$ cat src/rtl/unsigned_divider_seq_if.sv
// Operand/result bundle for the sequential unsigned divider.
// The master issues divisions; the slave (the divider) returns results and status.
interface unsigned_divider_seq_if #(
  parameter int N = 4
);
  logic         start;
  logic [N-1:0] dividend;
  logic [N-1:0] divisor;
  logic [N-1:0] quotient;
  logic [N-1:0] remainder;
  logic         busy;
  logic         done;
  logic         div_by_zero;

  modport master (
    output start, dividend, divisor,
    input  quotient, remainder, busy, done, div_by_zero
  );

  modport slave (
    input  start, dividend, divisor,
    output quotient, remainder, busy, done, div_by_zero
  );
endinterface

$ cat src/rtl/unsigned_divider_seq.sv
// Restoring shift-subtract unsigned divider: one quotient bit per clock, MSB first.
// Divide-by-zero short-circuits straight to the result state.
module unsigned_divider_seq #(
  parameter int N = 4
) (
  input  logic                  clk,
  input  logic                  rst_n,
  unsigned_divider_seq_if.slave bus
);
  localparam int CW = (N > 1) ? $clog2(N) : 1;

  typedef enum logic [1:0] {IDLE, CALC, FIN} state_t;

  state_t       state_reg, state_next;
  // Dividend bits shift out of the top while quotient bits shift in at the bottom.
  logic [N-1:0] work_reg, work_next;
  logic [N-1:0] dvs_reg, dvs_next;
  logic [N-1:0] prem_reg, prem_next;
  logic [CW-1:0] cnt_reg, cnt_next;
  logic [N-1:0] quo_reg, quo_next;
  logic [N-1:0] rem_reg, rem_next;
  logic         dbz_reg, dbz_next;

  logic         accept;
  logic [N:0]   shifted;
  logic [N:0]   diff;
  logic         qbit;

  always_comb begin
    state_next = state_reg;
    work_next  = work_reg;
    dvs_next   = dvs_reg;
    prem_next  = prem_reg;
    cnt_next   = cnt_reg;
    quo_next   = quo_reg;
    rem_next   = rem_reg;
    dbz_next   = dbz_reg;

    accept  = bus.start && (state_reg != CALC);
    shifted = {prem_reg, work_reg[N-1]};
    diff    = shifted - {1'b0, dvs_reg};
    // The partial remainder stays below the divisor, so a set top bit of the
    // difference can only mean a borrow, i.e. shifted < divisor.
    qbit    = ~diff[N];

    case (state_reg)
      IDLE, FIN: begin
        state_next = IDLE;
        if (accept) begin
          if (bus.divisor == '0) begin
            state_next = FIN;
            quo_next   = '1;
            rem_next   = bus.dividend;
            dbz_next   = 1'b1;
          end else begin
            state_next = CALC;
            work_next  = bus.dividend;
            dvs_next   = bus.divisor;
            prem_next  = '0;
            cnt_next   = '0;
          end
        end
      end
      CALC: begin
        prem_next = qbit ? diff[N-1:0] : shifted[N-1:0];
        work_next = {work_reg[N-2:0], qbit};
        cnt_next  = cnt_reg + CW'(1);
        if (cnt_reg == CW'(N - 1)) begin
          state_next = FIN;
          quo_next   = work_next;
          rem_next   = prem_next;
          dbz_next   = 1'b0;
        end
      end
      default: state_next = IDLE;
    endcase
  end

  always_ff @(posedge clk) begin
    if (!rst_n) begin
      state_reg <= IDLE;
      work_reg  <= '0;
      dvs_reg   <= '0;
      prem_reg  <= '0;
      cnt_reg   <= '0;
      quo_reg   <= '0;
      rem_reg   <= '0;
      dbz_reg   <= 1'b0;
    end else begin
      state_reg <= state_next;
      work_reg  <= work_next;
      dvs_reg   <= dvs_next;
      prem_reg  <= prem_next;
      cnt_reg   <= cnt_next;
      quo_reg   <= quo_next;
      rem_reg   <= rem_next;
      dbz_reg   <= dbz_next;
    end
  end

  assign bus.quotient    = quo_reg;
  assign bus.remainder   = rem_reg;
  assign bus.div_by_zero = dbz_reg;
  assign bus.busy        = (state_reg == CALC);
  assign bus.done        = (state_reg == FIN);
endmodule

$ cat src/flat_wrapper.sv
// flat-port wrapper written by rule: the top's interface ports become plain ports
module unsigned_divider_seq_flat 
#(
  parameter int N = 4
)
  (clk, rst_n, bus_start, bus_dividend, bus_divisor, bus_quotient, bus_remainder, bus_busy, bus_done, bus_div_by_zero);
  unsigned_divider_seq_if #(.N(N)) bus_i ();
  input  logic clk;
  input  logic rst_n;
  input wire logic [$bits(bus_i.start)-1:0] bus_start;
  input wire logic [$bits(bus_i.dividend)-1:0] bus_dividend;
  input wire logic [$bits(bus_i.divisor)-1:0] bus_divisor;
  output wire logic [$bits(bus_i.quotient)-1:0] bus_quotient;
  output wire logic [$bits(bus_i.remainder)-1:0] bus_remainder;
  output wire logic [$bits(bus_i.busy)-1:0] bus_busy;
  output wire logic [$bits(bus_i.done)-1:0] bus_done;
  output wire logic [$bits(bus_i.div_by_zero)-1:0] bus_div_by_zero;
  assign bus_i.start = bus_start;
  assign bus_i.dividend = bus_dividend;
  assign bus_i.divisor = bus_divisor;
  assign bus_quotient = bus_i.quotient;
  assign bus_remainder = bus_i.remainder;
  assign bus_busy = bus_i.busy;
  assign bus_done = bus_i.done;
  assign bus_div_by_zero = bus_i.div_by_zero;
  unsigned_divider_seq #(.N(N)) u_core (.clk(clk), .rst_n(rst_n), .bus(bus_i));
endmodule
$ cat config.mk
export PLATFORM = sky130hd
export DESIGN_NAME = unsigned_divider_seq_flat
export DESIGN_NICKNAME = d
export VERILOG_FILES = /design/src/rtl/unsigned_divider_seq_if.sv /design/src/rtl/unsigned_divider_seq.sv /design/src/flat_wrapper.sv
export SDC_FILE = /design/constraint.sdc
export NUM_CORES = 1
export LEC_CHECK = 0
export CELL_PAD_IN_SITES_DETAIL_PLACEMENT = 1
export CELL_PAD_IN_SITES_GLOBAL_PLACEMENT = 1
export CORE_UTILIZATION = 40
export CTS_BUF_LIST = sky130_fd_sc_hd__clkbuf_4 sky130_fd_sc_hd__clkbuf_8
export DETAILED_ROUTE_END_ITERATION = 8
export GPL_TIMING_DRIVEN = 0
export PLACE_DENSITY = 0.84
export SYNTH_ARGS = -nofsm -noshare
export SYNTH_HDL_FRONTEND = slang
export SYNTH_SLANG_ARGS = --single-unit
$ cat constraint.sdc
create_clock -name clk -period 2.37 [get_ports clk]
set_input_delay 0.3555 -clock clk [delete_from_list [all_inputs] [get_ports clk]]
set_output_delay 0.3555 -clock clk [all_outputs]
set_load 0.05 [all_outputs]
==> flow_summary_export.csv <==
group,metric,value,unit
global_routing,grt_pass1_vias,1104,
detailed_routing,ant_nets,0,
run_status,status,"complete, no violations",
cts,htreeDepth,1,
critical_path,cp_cell_sequence,"inv_1 -> ha_1 -> fa_1 -> nand2b_1 -> a21oi_4 -> xor2_2 -> mux2i_2 -> a21oi_1",
critical_path,path_buf_inv,1,
detailed_routing,drtIter0Drc,26,
sta,min_period_over_period,97.4,%
critical_path,reg2regPathDepth,8,
critical_path,crit_type,"reg -> reg",
critical_path,crit_family,"adder cells",
critical_path,crit_required,2.59,ns
cts,post_cts_buffers,0,
yosys,avgSynthCellArea,8.74,um2
yosys,synth_seq_area_share,42.1,%
critical_path,reg2reg_setup_slack,0.06,ns
finish,num_antenna_cells,0,
worst_hold_path,min_to,"u_core.prem_reg[0]",
critical_path,cpPeakStageDelay,0.39,ns
critical_path,r2r_start,"u_core.work_reg[3]",
pwr,power.total,894,uW
global_routing,grt_pass1_wl,5.19,mm
detailed_routing,firstDrtPassIters,4,
sta,fmax,433,MHz
critical_path,cpMaxStageDelayCell,"fa_1",
detailed_routing,viasPerCell,5.51,
global_routing,grt_overflow,0,
yosys,synthesis.nets,153,
pwr,power_density,597,nW/um2
die,num_io_pins,22,
cts,cts_hold_buf,0,
sta,setup_slack,0.0618,ns
yosys,synth_area,1190,um2
global_routing,met3_usage,2.07,%
placed_design,placed_area,1440,um2
die,start_util,42.7,%
finish,design_area,1500,um2
critical_path,reg2reg_to,"u_core.prem_reg[1]",
die,rows,19,
pwr,p_leak,0.562,nW
placed_design,io_buffers,21,
detailed_routing,vias,1057,
sta,period_minus_slack,2.31,ns
sta,slew_headroom,66.3,%
worst_hold_path,hold_path_depth,2,
die,chipWidth,56.5,um
run,cap_violations,0,
global_routing,grt_util_met2,35.1,%
critical_path,worst-path-max-fanout,3,
yosys,synth_seq_cells,25,
global_routing,antenna_found_initial,0,
sta,skew,0.00106,ns
die,core_area,2780,um2
sta,tightest_slew,0.505,ns
worst_hold_path,min_path_type,"reg -> reg",
finish,fillers,344,
die,chipHeight,56.5,um
critical_path,worst_setup_path_end_kind,"register",
cts,path_clk_slew,0.14,ns
sta,hold_violations,0,
placed_design,pre_cts_slack,-0.0126,ns
finish,utilization,53.8,%
detailed_routing,wire_per_inst,16.3,um
yosys,synth_cells,136,
cts,cts_root_buf,"clkbuf_4",
die,die_area,3190,um2
cts,cts_sinks,25,
yosys,yosys_warnings,0,
finish,nNetsFinal,179,
worst_hold_path,hold_path.startpoint,"u_core.prem_reg[0]",
critical_path,startpoint,"u_core.work_reg[3]",
cts,numCtsBuffers,3,
finish,area_growth,26.0,%
cts,insertion_delay,0.32,ns
sta,holdWs,0.509,ns
sta,rsz0062_at_grt,"yes",
global_routing,grt_max_degree,15,
cts,cts_tree,"yes",
placed_design,gp_congestion,0.740,
pwr,ir_drop,0.388,mV
placed_design,dp_hpwl,2.29,mm
yosys,ys_types,29,
global_routing,use_met1,27.7,%
cts,clockBufferDepth,2,
critical_path,critical_path_arrival,2.53,ns
global_routing,grt.busiest_layer,"met2",
sta,drv_slew,0,
finish,layout-drive-gt1-share,11.8,%
critical_path,cp-start-kind,"register",
global_routing,grt_use_total,20.8,%
sta,finalSetupViolCount,0,
detailed_routing,wl,3.12,mm
detailed_routing,route.detailed.drc,0,
[synth_stat cells (all sizes together)]
master,n,share of area (%)
nor3b,1,1.6
a21oi,23,10
nand2b,5,2.6
a31oi,2,1.1
a311oi,1,1.3
nand2,7,2.4
nor2b,2,1.1
o211ai,1,0.63
mux2,2,1.9
xor2,1,0.74
nor3,6,2.5
a21o,1,1.3
a22oi,4,2.5
or4,1,0.95
xnor2,1,0.74
dfxtp,25,42
mux2i,5,4.2
inv,6,1.9
clkbuf,4,2.1
clkinv,1,0.32
o21ai,8,3.4
fa,1,1.7
ha,5,5.3
nor2,20,6.5
nand3,3,1.3
[through the flow]
stage	setup TNS (ns)	std cells
2_1_floorplan	0	136
3_3_place_gp	0	188
3_5_place_dp	-0.0126	188
4_1_cts	-0.0503	192
5_1_grt	-0.0609	192
6_report	0	192
[worst register-to-register path: cells and delay by family, from the launching register on]
family / cells / cell delay, ns
fa+ha+maj: 2 / 0.60
flops: 1 / 0.36
mux: 1 / 0.36
compound gates: 2 / 0.32
xor+xnor: 1 / 0.28
simple gates: 1 / 0.22
buf+inv: 1 / 0.07
[power breakdown]
| part | total [mW] | switching, mW | internal (mW) |
|---|---|---|---|
| Sequential | 0.464 | 0.0201 | 0.444 |
| Clock | 0.198 | 0.135 | 0.0634 |
| Combinational | 0.231 | 0.136 | 0.0957 |
[worst max path at each step]
| stage | end | slack [ns] | depth (start not counted) |
|---|---|---|---|
| final | u_core.prem_reg[1] | 0.06 | 8 |
| after global routing | u_core.bus.remainder[1] | -0.03 | 8 |
| after CTS | u_core.bus.remainder[2] | -0.02 | 8 |
| after detailed placement | u_core.prem_reg[1] | -0.01 | 8 |
| after global placement | u_core.work_reg[0] | 0.08 | 6 |
| after floorplan | u_core.prem_reg[2] | 0.32 | 8 |
[what timing repair did]
action,CTS,global route
endpoints found under the setup margin,5,8
resized for setup,2,5
pin swaps,0,1
[area by class of cell]
type	instances	area, um2	share of cell area, %
tap	31	38.8	2.59
inverter	7	26.3	1.75
multi-input combinational	100	671	44.8
timing repair buffer	21	209	14.0
sequential	25	500	33.4
clock inverter	1	5.00	0.334
buffer	4	25.0	1.67
clock buffer	3	22.5	1.50
[kinds of logic (layout without fill, tap and decap cells)]
group	Yosys count	after routing	synth area share [%]
flip-flops	25	25	42.1
XOR/XNOR	2	2	1.47
AND/OR/NAND/NOR	45	45	18.9
multiplexers	7	7	6.11
buffers and inverters	11	36	4.32
AO/OA/AOI/OAI	40	40	20.1
adder cells (fa/ha/maj)	6	6	6.95
[placed cells by master (no fill, tap or decap), types with 5 or more instances in the layout]
cell,netlist,final
inv_1,6,6
nor3_1,6,6
clkdlybuf4s50_1,0,20
o21ai_0,8,8
nor2_1,19,19
nand2b_1,5,5
a21oi_1,22,21
nand2_1,6,6
ha_1,5,5
dfxtp_1,25,25
[per-layer routing]
metal  share of wire [%]  up-vias
met5                   0        -
met4                 1.3        0
met3                 2.5        5
met2                  49       21
met1                  47      506
li1                    -      525
(Power assumes the default switching activity.)
